## src/rtl/dcache_if.sv

```systemverilog
// dcache_if: CPU, SRAM-array and memory signals of the L1 data-cache controller.
//   master: controller side (drives cpu_rdata/stall, sram_* controls, mem_* request)
//   slave : environment side (CPU, SRAM array, main memory)
interface dcache_if #(
  parameter int ADDR_W = 32,
  parameter int BLOCK_BYTES = 16,
  parameter int INDEX_W = 5
);
  localparam int OFF_W = $clog2(BLOCK_BYTES);
  localparam int TAG_W = ADDR_W - INDEX_W - OFF_W;
  logic cpu_ren;
  logic cpu_wen;
  logic [ADDR_W-1:0] cpu_addr;
  logic [31:0] cpu_wdata;
  logic [3:0] cpu_byte_en;
  logic [31:0] cpu_rdata;
  logic stall;
  logic sram_ren;
  logic sram_wen;
  logic sram_mem_wen;
  logic [BLOCK_BYTES-1:0] sram_bytes_access;
  logic [TAG_W+INDEX_W-1:0] sram_block_addr;
  logic [8*BLOCK_BYTES-1:0] sram_data_in;
  logic sram_hit;
  logic sram_dirty;
  logic [8*BLOCK_BYTES-1:0] sram_data_out;
  logic [TAG_W-1:0] sram_victim_tag;
  logic mem_req;
  logic mem_we;
  logic [ADDR_W-1:0] mem_addr;
  logic [8*BLOCK_BYTES-1:0] mem_wdata;
  logic [8*BLOCK_BYTES-1:0] mem_rdata;
  logic mem_ack;
  modport master (
    input cpu_ren, cpu_wen, cpu_addr, cpu_wdata, cpu_byte_en,
    input sram_hit, sram_dirty, sram_data_out, sram_victim_tag,
    input mem_rdata, mem_ack,
    output cpu_rdata, stall,
    output sram_ren, sram_wen, sram_mem_wen, sram_bytes_access, sram_block_addr, sram_data_in,
    output mem_req, mem_we, mem_addr, mem_wdata
  );
  modport slave (
    output cpu_ren, cpu_wen, cpu_addr, cpu_wdata, cpu_byte_en,
    output sram_hit, sram_dirty, sram_data_out, sram_victim_tag,
    output mem_rdata, mem_ack,
    input cpu_rdata, stall,
    input sram_ren, sram_wen, sram_mem_wen, sram_bytes_access, sram_block_addr, sram_data_in,
    input mem_req, mem_we, mem_addr, mem_wdata
  );
endinterface

```

## src/rtl/dcache_ctrl.sv

```systemverilog
// dcache_ctrl: L1 data-cache miss handler (hit lookup, stall, dirty writeback, refill, install, replay).
//   clk, rst_n (async active-low), bus (dcache_if.master: CPU, SRAM array, memory),
//   hit_cnt / miss_cnt performance counters.
//   Define DCACHE_PERF_CNT_EN to build the counters; otherwise they are tied to zero.
module dcache_ctrl #(
  parameter int ADDR_W = 32,
  parameter int BLOCK_BYTES = 16,
  parameter int INDEX_W = 5
) (
  input  logic clk,
  input  logic rst_n,
  dcache_if.master bus,
  output logic [31:0] hit_cnt,
  output logic [31:0] miss_cnt
);
  localparam int OFF_W = $clog2(BLOCK_BYTES);
  localparam int TAG_W = ADDR_W - INDEX_W - OFF_W;
  localparam int BA_W = TAG_W + INDEX_W;
  localparam int WORDS = BLOCK_BYTES / 4;
  typedef enum logic [1:0] {IDLE, WRITEBACK, REFILL, INSTALL} state_t;
  state_t state, state_nx;
  logic [8*BLOCK_BYTES-1:0] victim_blk, refill_buf;
  logic [TAG_W-1:0] victim_tag;
  logic [BA_W-1:0] req_baddr, cpu_baddr;
  logic [31:0] rdata_w;
  logic [BLOCK_BYTES-1:0] byte_mask;
  logic req, idle, hit, miss;
  assign cpu_baddr = bus.cpu_addr[ADDR_W-1:OFF_W];
  assign req = bus.cpu_ren | bus.cpu_wen;
  assign idle = state == IDLE;
  assign hit = idle & req & bus.sram_hit;
  assign miss = idle & req & ~bus.sram_hit;
  // word select only exists when a block holds more than one word
  if (WORDS > 1) begin : g_wsel
    logic [OFF_W-3:0] w;
    assign w = bus.cpu_addr[OFF_W-1:2];
    assign rdata_w = bus.sram_data_out[32*w +: 32];
    assign byte_mask = BLOCK_BYTES'(bus.cpu_byte_en) << (4*w);
  end else begin : g_wsel
    assign rdata_w = bus.sram_data_out[31:0];
    assign byte_mask = BLOCK_BYTES'(bus.cpu_byte_en);
  end
  always_ff @(posedge clk or negedge rst_n)
    if (!rst_n) state <= IDLE;
    else state <= state_nx;
  always_ff @(posedge clk or negedge rst_n)
    if (!rst_n) begin
      victim_blk <= '0;
      victim_tag <= '0;
      req_baddr <= '0;
      refill_buf <= '0;
    end else begin
      if (miss) begin
        victim_blk <= bus.sram_data_out;
        victim_tag <= bus.sram_victim_tag;
        req_baddr <= cpu_baddr;
      end
      if (state == REFILL && bus.mem_ack) refill_buf <= bus.mem_rdata;
    end
  always_comb begin
    state_nx = state;
    case (state)
      IDLE:      if (miss) state_nx = bus.sram_dirty ? WRITEBACK : REFILL;
      WRITEBACK: if (bus.mem_ack) state_nx = REFILL;
      REFILL:    if (bus.mem_ack) state_nx = INSTALL;
      default:   state_nx = IDLE;
    endcase
    bus.sram_ren = idle & bus.cpu_ren & ~bus.cpu_wen;
    bus.sram_wen = idle & bus.cpu_wen & bus.sram_hit;
    bus.sram_mem_wen = state == INSTALL;
    bus.sram_block_addr = idle ? cpu_baddr : req_baddr;
    bus.sram_bytes_access = idle ? byte_mask : '1;
    bus.sram_data_in = idle ? {WORDS{bus.cpu_wdata}} : refill_buf;
    bus.cpu_rdata = rdata_w;
    bus.stall = req & ~(idle & bus.sram_hit);
    bus.mem_req = state == WRITEBACK || state == REFILL;
    bus.mem_we = state == WRITEBACK;
    bus.mem_addr = state == WRITEBACK ? {victim_tag, req_baddr[INDEX_W-1:0], {OFF_W{1'b0}}}
                                      : {req_baddr, {OFF_W{1'b0}}};
    bus.mem_wdata = victim_blk;
  end
`ifdef DCACHE_PERF_CNT_EN
  // the first IDLE cycle after INSTALL is the replay of the missed access
  logic replay;
  always_ff @(posedge clk or negedge rst_n)
    if (!rst_n) begin
      replay <= 1'b0;
      hit_cnt <= '0;
      miss_cnt <= '0;
    end else begin
      replay <= state == INSTALL;
      if (hit && !replay) hit_cnt <= hit_cnt + 32'd1;
      if (miss) miss_cnt <= miss_cnt + 32'd1;
    end
`else
  assign hit_cnt = '0;
  assign miss_cnt = '0;
`endif
endmodule

```

## src/flat_wrapper.sv

```systemverilog
// flat-port wrapper written by rule: the top's interface ports become plain ports
module dcache_ctrl_flat 
#(
  parameter int ADDR_W = 32,
  parameter int BLOCK_BYTES = 16,
  parameter int INDEX_W = 5
)
  (clk, rst_n, hit_cnt, miss_cnt, bus_cpu_ren, bus_cpu_wen, bus_cpu_addr, bus_cpu_wdata, bus_cpu_byte_en, bus_sram_hit, bus_sram_dirty, bus_sram_data_out, bus_sram_victim_tag, bus_mem_rdata, bus_mem_ack, bus_cpu_rdata, bus_stall, bus_sram_ren, bus_sram_wen, bus_sram_mem_wen, bus_sram_bytes_access, bus_sram_block_addr, bus_sram_data_in, bus_mem_req, bus_mem_we, bus_mem_addr, bus_mem_wdata);
  dcache_if #(.ADDR_W(ADDR_W), .BLOCK_BYTES(BLOCK_BYTES), .INDEX_W(INDEX_W)) bus_i ();
  input  logic clk;
  input  logic rst_n;
  output logic [31:0] hit_cnt;
  output logic [31:0] miss_cnt;
  input wire logic [$bits(bus_i.cpu_ren)-1:0] bus_cpu_ren;
  input wire logic [$bits(bus_i.cpu_wen)-1:0] bus_cpu_wen;
  input wire logic [$bits(bus_i.cpu_addr)-1:0] bus_cpu_addr;
  input wire logic [$bits(bus_i.cpu_wdata)-1:0] bus_cpu_wdata;
  input wire logic [$bits(bus_i.cpu_byte_en)-1:0] bus_cpu_byte_en;
  input wire logic [$bits(bus_i.sram_hit)-1:0] bus_sram_hit;
  input wire logic [$bits(bus_i.sram_dirty)-1:0] bus_sram_dirty;
  input wire logic [$bits(bus_i.sram_data_out)-1:0] bus_sram_data_out;
  input wire logic [$bits(bus_i.sram_victim_tag)-1:0] bus_sram_victim_tag;
  input wire logic [$bits(bus_i.mem_rdata)-1:0] bus_mem_rdata;
  input wire logic [$bits(bus_i.mem_ack)-1:0] bus_mem_ack;
  output wire logic [$bits(bus_i.cpu_rdata)-1:0] bus_cpu_rdata;
  output wire logic [$bits(bus_i.stall)-1:0] bus_stall;
  output wire logic [$bits(bus_i.sram_ren)-1:0] bus_sram_ren;
  output wire logic [$bits(bus_i.sram_wen)-1:0] bus_sram_wen;
  output wire logic [$bits(bus_i.sram_mem_wen)-1:0] bus_sram_mem_wen;
  output wire logic [$bits(bus_i.sram_bytes_access)-1:0] bus_sram_bytes_access;
  output wire logic [$bits(bus_i.sram_block_addr)-1:0] bus_sram_block_addr;
  output wire logic [$bits(bus_i.sram_data_in)-1:0] bus_sram_data_in;
  output wire logic [$bits(bus_i.mem_req)-1:0] bus_mem_req;
  output wire logic [$bits(bus_i.mem_we)-1:0] bus_mem_we;
  output wire logic [$bits(bus_i.mem_addr)-1:0] bus_mem_addr;
  output wire logic [$bits(bus_i.mem_wdata)-1:0] bus_mem_wdata;
  assign bus_i.cpu_ren = bus_cpu_ren;
  assign bus_i.cpu_wen = bus_cpu_wen;
  assign bus_i.cpu_addr = bus_cpu_addr;
  assign bus_i.cpu_wdata = bus_cpu_wdata;
  assign bus_i.cpu_byte_en = bus_cpu_byte_en;
  assign bus_i.sram_hit = bus_sram_hit;
  assign bus_i.sram_dirty = bus_sram_dirty;
  assign bus_i.sram_data_out = bus_sram_data_out;
  assign bus_i.sram_victim_tag = bus_sram_victim_tag;
  assign bus_i.mem_rdata = bus_mem_rdata;
  assign bus_i.mem_ack = bus_mem_ack;
  assign bus_cpu_rdata = bus_i.cpu_rdata;
  assign bus_stall = bus_i.stall;
  assign bus_sram_ren = bus_i.sram_ren;
  assign bus_sram_wen = bus_i.sram_wen;
  assign bus_sram_mem_wen = bus_i.sram_mem_wen;
  assign bus_sram_bytes_access = bus_i.sram_bytes_access;
  assign bus_sram_block_addr = bus_i.sram_block_addr;
  assign bus_sram_data_in = bus_i.sram_data_in;
  assign bus_mem_req = bus_i.mem_req;
  assign bus_mem_we = bus_i.mem_we;
  assign bus_mem_addr = bus_i.mem_addr;
  assign bus_mem_wdata = bus_i.mem_wdata;
  dcache_ctrl #(.ADDR_W(ADDR_W), .BLOCK_BYTES(BLOCK_BYTES), .INDEX_W(INDEX_W)) u_core (.clk(clk), .rst_n(rst_n), .bus(bus_i), .hit_cnt(hit_cnt), .miss_cnt(miss_cnt));
endmodule
```

## config.mk

```make
export PLATFORM = sky130hd
export DESIGN_NAME = dcache_ctrl_flat
export DESIGN_NICKNAME = d
export VERILOG_FILES = /design/src/rtl/dcache_if.sv /design/src/rtl/dcache_ctrl.sv /design/src/flat_wrapper.sv
export SDC_FILE = /design/constraint.sdc
export NUM_CORES = 1
export LEC_CHECK = 0
export CAP_MARGIN = 25
export CORE_AREA = 2 2 303 305
export DETAILED_ROUTE_END_ITERATION = 6
export DIE_AREA = 0 0 305 307
export GPL_TIMING_DRIVEN = 1
export HOLD_SLACK_MARGIN = 0.12
export PLACE_DENSITY = 0.5
export SLEW_MARGIN = 0
export SYNTH_ARGS = -nofsm -noshare
export SYNTH_HDL_FRONTEND = slang
export SYNTH_SLANG_ARGS = --single-unit
```

## constraint.sdc

```tcl
create_clock -name clk -period 4.7 [get_ports clk]
set_input_delay 1.175 -clock clk [delete_from_list [all_inputs] [get_ports clk]]
set_output_delay 1.175 -clock clk [all_outputs]
set_load 0.01 [all_outputs]
```

# Yosys cells after proc, flatten, opt, wreduce, memory -nomap -nowiden

Cells that the tools add are included.

Input port bits: 354
Memories kept: 0
ROM bits: 0
Bits in latches: 0
Bits in writable memories: 0
Register bits after elaboration: 309
Word-level logic and storage cells: 38
Output and inout port bits: 434

Equal/unequal tests: 6
$add $sub $neg: 0
Multipliers: 0
Order comparisons: 0
Shift-type cells: 2
Bitwise gates (word level): 12
Divide/modulo/power cells: 0
Mux-type cells: 9
Reductions and logical operators: 4

Operators by type and width:

| kind                 | count |
|---|---|
| $mux W128            | 1 |
| $shiftx A128 B8 Y32  | 1 |
| $mux W32             | 1 |
| $mux W28             | 1 |
| $mux W16             | 1 |
| $shl A4 B4 Y16       | 1 |
| $and A1 B1 Y1        | 8 |
| $mux W2              | 4 |
| $ne A2 B2 Y1 const B | 3 |
| $pmux W2 S3          | 1 |
| $eq A2 B2 Y1 const B | 2 |
| $not A1 Y1           | 3 |
| $reduce_and A3 Y1    | 1 |
| $eq A2 B1 Y1 const B | 1 |
| $logic_not A2 Y1     | 1 |
| $logic_and A1 B1 Y1  | 1 |
| $logic_or A1 B1 Y1   | 1 |
| $or A1 B1 Y1         | 1 |

# Logic depth before layout (Yosys ltp)

Gate-level depths: netlist (run 1).

Word-level depth: 5
Depth in mapped cells: 8
Gate-level depth less buffers: 5

# Least setup slack after synthesis (run 1)

OpenSTA, ideal clock, no wires.

Path type: in2out
From: input bus_cpu_addr[2]
To: output bus_cpu_rdata[19]
Cell stages on the path: 3
Buffers on the path: 2
Path slack: 1.379 ns
Data arrival time: 2.146 ns
Data required time: 3.525 ns
Cells stage by stage: buf_4 > buf_4 > mux4_2

Word-level cells in the longest chain between the ends: 1

Ends and longest elaborated chain:

| item                | RTL line           | source |
|---|---|---|
| from (decl)         | flat_wrapper.sv:16 | `input wire logic [$bits(bus_i.cpu_addr)-1:0] bus_cpu_addr;` |
| $shiftx A128 B8 Y32 | dcache_ctrl.sv:37  | `assign rdata_w = bus.sram_data_out[32*w +: 32];` |
| to (decl)           | flat_wrapper.sv:25 | `output wire logic [$bits(bus_i.cpu_rdata)-1:0] bus_cpu_rdata;` |

No other way between the ends.

# Final worst setup path (run 1)

From: register u_core.state[1]
To: output bus_sram_data_in[108]

Word-level cells in the longest chain between the ends: 2

Ends and longest elaborated chain:

| item                   | RTL line           | source |
|---|---|---|
| from (decl)            | dcache_ctrl.sv:21  | `state_t state, state_nx;` |
| from (signal assigned) | dcache_ctrl.sv:45  | `else state <= state_nx;` |
| $logic_not A2 Y1       | dcache_ctrl.sv:30  | `assign idle = state == IDLE;` |
| $mux W128              | dcache_ctrl.sv:73  | `bus.sram_data_in = idle ? {WORDS{bus.cpu_wdata}} : refill_buf;` |
| to (decl)              | flat_wrapper.sv:32 | `output wire logic [$bits(bus_i.sram_data_in)-1:0] bus_sram_data_in;` |

No other way between the ends.

==> results of run 1 <==
[through the flow]
step | hold WS [ns] | utilization | worst slack, ns | cell area [µm²] | instances
floorplan | 0.4522 | - | 1.379 | 15230 | 1256
global placement | 0.4634 | 0.2571 | 0.5815 | 23310 | 3045
detailed placement | 0.4705 | 0.2571 | 0.5844 | 23310 | 3045
CTS | 0.4833 | 0.2716 | 0.2266 | 24630 | 3117
global route | 0.5039 | 0.2716 | 0.08834 | 24630 | 3117
finish | 0.4795 | 0.2716 | 0.3367 | 24630 | 3117
[synthesized netlist by cell type (3+ instances only)]
cell      number
nand2_1       62
dfrtp_1      309
clkbuf_1      24
mux2_1         8
o21ai_0      129
mux4_2        32
nand3_1        4
mux2_2       350
inv_1        131
a21oi_1        3
buf_4         75
buf_2         30
ha_1           5
buf_6         11
[critical path: cells and delay by family (launching register included)]
family	cells	cell delay [ns]
DFF	1	0.44
AOI/OAI and AO/OA	1	0.15
adders and majority gates	1	0.56
and+or+nand+nor	1	0.21
buffers and inverters	3	1.18
[how the worst min path moves through the flow]
stage,from,end,slack [ns]
CTS,u_core.victim_tag[18],u_core.victim_tag[18],0.48
global placement,u_core.victim_tag[17],u_core.victim_tag[17],0.46
finish,u_core.victim_tag[18],u_core.victim_tag[18],0.48
detailed placement,u_core.victim_tag[18],u_core.victim_tag[18],0.47
floorplan,u_core.victim_tag[12],u_core.victim_tag[12],0.45
global route,u_core.victim_tag[13],u_core.victim_tag[13],0.50
[cell usage in the layout (no fill, tap or decap), types with 10 or more instances in the layout]
master and n:
clkdlybuf4s50_1 714, mux2_2 350, dfrtp_1 309, inv_1 131
o21ai_0 129, conb_1 68, nand2_1 61, clkbuf_16 41
mux4_2 32, buf_4 17, clkbuf_8 10, buf_12 10
[power groups by stage]
| stage | clock network, mW | logic (mW) | registers (mW) |
|---|---|---|---|
| floorplan | 0 | 3.89 | 4.89 |
| global placement | 0 | 9.07 | 4.76 |
| detailed placement | 0 | 9.08 | 4.82 |
| CTS | 3.24 | 9.14 | 4.79 |
| global route | 3.34 | 9.59 | 4.97 |
| finish | 3.09 | 8.98 | 4.78 |
[per-layer routing]
metal  track usage  vias to the layer above  wire (µm)
li1              -                     5354          -
met1        0.1191                     5727      20030
met2        0.2116                      548      28930
met3       0.03928                       92       4691
met4       0.03857                        8       1694
met5             0                        -         57
[sequential cells by signal, summed over array words and instances (netlist names)]
register              flops
u_core.bus.mem_wdata    128
u_core.refill_buf       128
u_core.state              2
u_core.victim_tag        23
u_core.req_baddr         28
[cell type report]
cell class,count,share of cell area
clock inverters,13,0.005181
inverters,131,0.01996
repair buffers,744,0.3044
flip-flops and latches,309,0.3139
multi-input cells,675,0.2479
clock buffers,59,0.04845
well taps,1186,0.06024
[logic make-up after synthesis]
logic type	after synthesis	share of synthesized area
flops	309	0.5161
other cells	1	0.0002503
simple gates	77	0.02180
mux	390	0.3172
fa+ha+maj	5	0.004175
buf+inv	272	0.09495
compound gates	135	0.04560
==> impl_metrics.ini, run 1 <==
[critical_path]
path_max_fanout = 64
crit_path_end = bus_sram_data_in[108]
reg2reg_slack_ns = 1.67
end_kind = output pin
r2r_cells = 7
required_ns = 3.52
max_stage_delay_ns = 0.66
r2r-start = u_core.state[1]
path_class = flop to output pin
critPathLaunch = u_core.state[1]
cp_cell_sequence = inv_1 -> ha_4 -> buf_12 -> nand2_1 -> o21ai_0 -> clkdlybuf4s50_1
reg2reg_to = u_core.bus.mem_wdata[92]
cp-start-kind = flop
crit_slowest_cell = clkdlybuf4s50_1
crit_arrival_ns = 3.19

[worst_hold_path]
hold_path.class = flop to flop
hold_depth = 1

[final_layout]
regArea_um2 = 7732
n_fill_cell = 9383
insertedDiodeCount = 0
multi_input_area_um2 = 6106
drive_above_1_share = 0.2491
area_growth_pct = 64.42
nets = 2260

[logic_synthesis]
synthArstFlopShare = 1.000
synth_warnings = 0
synth_seq_area_share = 0.5161
post-synth-top-area-cell = dfrtp_1
synth_top_area_share = 0.5161
syn_avg_cell_area_um2 = 12.60
synth-edff-count = 0
syn_area_um2 = 14980
ys_top_cells_by_area = dfrtp_1 52%, mux2_2 26%, mux4_2 4.8%, o21ai_0 4.3%, buf_4 3.8%
ys_ff_latch = 309
ys.flop_type = dfrtp_1
netlist_instances = 1189
synth_cell_type_count = 27

[clock_tree]
clockBufferDepth = 3
cts_buffers = 40
cts.sinks = 309
cts_resized = 0
cts_tree = done
root_buffer = clkbuf_16
path_clk_slew_ns = 0.05
cts_hold_buffers = 0
post_cts_buffers = 0
clk_latency_ns = 0.56
h-tree-depth = 2

[detailed_routing]
postRouteWirelength_um = 55410
via_per_inst = 3.763
drcViolationCount = 0
first_iter_violations = 430
wire_per_inst_um = 17.78
drt-pass1-iter-count = 4
via_count = 11730
ant_nets = 0

[timing]
finalSetupTns_ns = 0
slew_viol_final = 0
maxSlewHeadroom = 0.5295
fin_crit_ns = 4.363
worst_pin_slew_ns = 0.7058
hold_viol_final = 0
setup_violations = 0
period_share = 0.9284
fmax_ghz = 0.2292
fin_skew_ns = 0.01368
rsz0062_at_grt = false

[outcome]
outcome = complete, no violations

[power]
power_mw = 16.84
power_leakage_nw = 10.17
p_sw_mw = 5.758
seqPwrFrac = 0.284
power.share.combinational = 0.533
ir_drop_uv = 360.5
internal-power_mw = 11.08
pwr-share-clk = 0.183
p_sw_frac = 0.3419
powerDensity_nw_per_um2 = 683.5

[place]
gp_congestion = 0.9241
io_buffers = 717
dp_hpwl_um = 42900

[floorplan]
coreArea_um2 = 90690
initial_core_util = 0.1652
die_area_um2 = 93640
ios = 788
rows = 111
fp.dieW_um = 305
die_h_um = 307

[global_route]
antenna_found_initial = 4
track_usage = 0.1140
grt-ovfl-total = 0
grt_max_degree = 101
grt_pass1_vias = 12880
grt_pass1_wl_um = 82320

[run]
cap_violations = 0
Power figures use the tool's default switching activity.
==> run 2, diff against run 1 <==
- SKIP_LAST_GASP: unset -> 1
==> results of run 2 <==
No change in the layout: final DEF, timing and power equal those of run 1.
==> run 3, diff against run 2 <==
- ABC_AREA: unset -> 1
- CORE_AREA: 2 2 303 305 -> 2 2 305 307
- DIE_AREA: 0 0 305 307 -> 0 0 307 309
==> impl_metrics.ini, run 3 <==
[outcome]
outcome = complete, no violations

[final_layout]
area_growth_pct = 62.45
n_fill_cell = 9901
final_cell_mix = 714 x clkdlybuf4s50_1, 544 x nand2_1, 309 x dfrtp_1
final_common_cell = clkdlybuf4s50_1
drive_above_1_share = 0.09883
nets = 2809
regArea_um2 = 7732
multi_input_area_um2 = 5867
final_util = 0.2695

[critical_path]
reg2reg_slack_ns = 1.81
crit_arrival_ns = 2.98
reg2reg_to = u_core.bus.mem_wdata[1]
r2r-start = u_core.state[1]
path_max_fanout = 48
r2r_cells = 8
cp-start-kind = flop
path_class = flop to output pin
required_ns = 3.52
end_kind = output pin

[clock_tree]
clockBufferDepth = 3
root_buffer = clkbuf_16
path_clk_slew_ns = 0.06
cts_resized = 0
cts.sinks = 309
h-tree-depth = 2
post_cts_buffers = 0
cts_buffers = 39
clk_latency_ns = 0.56
cts_tree = done
cts_hold_buffers = 0

[place]
io_buffers = 717
gp_congestion = 0.8374
dp_hpwl_um = 50970

[logic_synthesis]
synthArstFlopShare = 1.000
ys_top_cells_by_count = 545 x nand2_1, 309 x dfrtp_1, 185 x inv_1, 154 x o21ai_0, 133 x o21ai_1
post-synth-top-area-cell = dfrtp_1
synth_cell_type_count = 21
syn_avg_cell_area_um2 = 8.604
netlist_instances = 1762
ys_ff_latch = 309
syn_area_um2 = 15160
synth.most_common_cell = nand2_1
ys.flop_type = dfrtp_1
synth-edff-count = 0
synth_top_area_share = 0.5100
synth_seq_area_share = 0.5100
ys_top_cells_by_area = dfrtp_1 51%, nand2_1 13%, mux2_2 9.5%, o21ai_0 5.1%, buf_4 4.8%
synth_warnings = 0

[detailed_routing]
via_per_inst = 3.810
first_iter_violations = 645
postRouteWirelength_um = 65140
met2_length_um = 32030
drcViolationCount = 0
via_count = 13990
drt-pass1-iter-count = 5
ant_nets = 0
wl_met1_um = 26880
wl_met3_um = 4334
dr.max_layer_used = met5
wire_per_inst_um = 17.73

[global_route]
grt_pass1_wl_um = 92830
grt_max_degree = 157
grt_pass1_vias = 13950
grt-ovfl-total = 0
track_usage = 0.1305
antenna_found_initial = 7

[power]
power.share.combinational = 0.542
powerDensity_nw_per_um2 = 668.7
seqPwrFrac = 0.280
power_leakage_nw = 11.36
p_sw_frac = 0.3813
p_sw_mw = 6.280
ir_drop_uv = 242.5
pwr-share-clk = 0.179
internal-power_mw = 10.19

[floorplan]
die_h_um = 309
coreArea_um2 = 91390
initial_core_util = 0.1659
die_area_um2 = 94860
rows = 111
fp.dieW_um = 307
ios = 788

[timing]
fin_skew_ns = 0.01840
hold_viol_final = 0
fmax_ghz = 0.2406
maxSlewHeadroom = 0.4181
worst_pin_slew_ns = 0.8696
hold-worst-slack_ns = 0.4843
rsz0062_at_grt = false
slew_viol_final = 0
fin_crit_ns = 4.156
finalSetupTns_ns = 0
setup_violations = 0
period_share = 0.8843

[worst_hold_path]
min_from = u_core.victim_tag[18]
hold_path.class = flop to flop
holdPathEnd = u_core.victim_tag[18]
hold_depth = 2

[run]
cap_violations = 0
## run 3: how the worst max path moves through the flow
stage	start	endpoint	slack, ns
2_1_floorplan	bus_cpu_addr[2]	bus_sram_bytes_access[0]	1.55
3_3_place_gp	bus_sram_data_out[64]	bus_cpu_rdata[0]	0.60
3_5_place_dp	bus_sram_data_out[64]	bus_cpu_rdata[0]	0.61
4_1_cts	u_core.state[0]	bus_sram_data_in[91]	0.39
5_1_grt	u_core.state[0]	bus_sram_data_in[59]	0.28
6_report	u_core.state[1]	bus_sram_data_in[91]	0.54
## run 3: logic make-up (layout without fill, tap and decap cells)
family | after synthesis | after routing | synth area share
compound gates | 379 | 379 | 0.1262
fa+ha+maj | 5 | 5 | 0.004126
buf+inv | 365 | 1015 | 0.1211
flops | 309 | 309 | 0.5100
mux | 128 | 128 | 0.09507
other cells | 1 | 76 | 0.0002473
simple gates | 575 | 575 | 0.1433
## run 3: worst max-delay path, cell delays in order, from the launching register on
cell	delay (ns)
dfrtp_1	0.44
inv_1	0.16
ha_4	0.44
buf_4	0.49
nand2_1	0.22
nand2_1	0.12
clkdlybuf4s50_1	0.53
## run 3: metrics by stage
step | area [µm²] | instances | setup WS (ns) | total power [mW]
after floorplan | 15410 | 1829 | 1.552 | 8.527
after global placement | 23380 | 3595 | 0.5972 | 13.67
after detailed placement | 23380 | 3595 | 0.6060 | 13.70
after CTS | 24610 | 3665 | 0.3901 | 16.78
after global routing | 24620 | 3670 | 0.2762 | 17.62
final | 24630 | 3673 | 0.5437 | 16.47
## run 3: power by group through the flow
stage | sequential [mW] | combinational [mW] | clock [mW]
floorplan | 4.75 | 3.78 | 0
global placement | 4.60 | 9.08 | 0
detailed placement | 4.63 | 9.07 | 0
CTS | 4.60 | 9.11 | 3.07
global route | 4.77 | 9.70 | 3.16
finish | 4.61 | 8.92 | 2.94
## run 3: cell type report
class / count / area share
Sequential cell: 309 / 0.3140
Multi-Input combinational cell: 1155 / 0.2382
Tap cell: 1186 / 0.06025
Timing Repair Buffer: 759 / 0.3086
Clock buffer: 53 / 0.04501
Clock inverter: 17 / 0.004725
Inverter: 186 / 0.02845
Antenna cell: 8 / 0.0008128
## run 3: routing by layer
layer  vias up  GRT usage
met5         -          0
met4         2    0.04379
met3        94    0.03241
met2       503     0.2244
met1      6537     0.1591
li1       6858          -
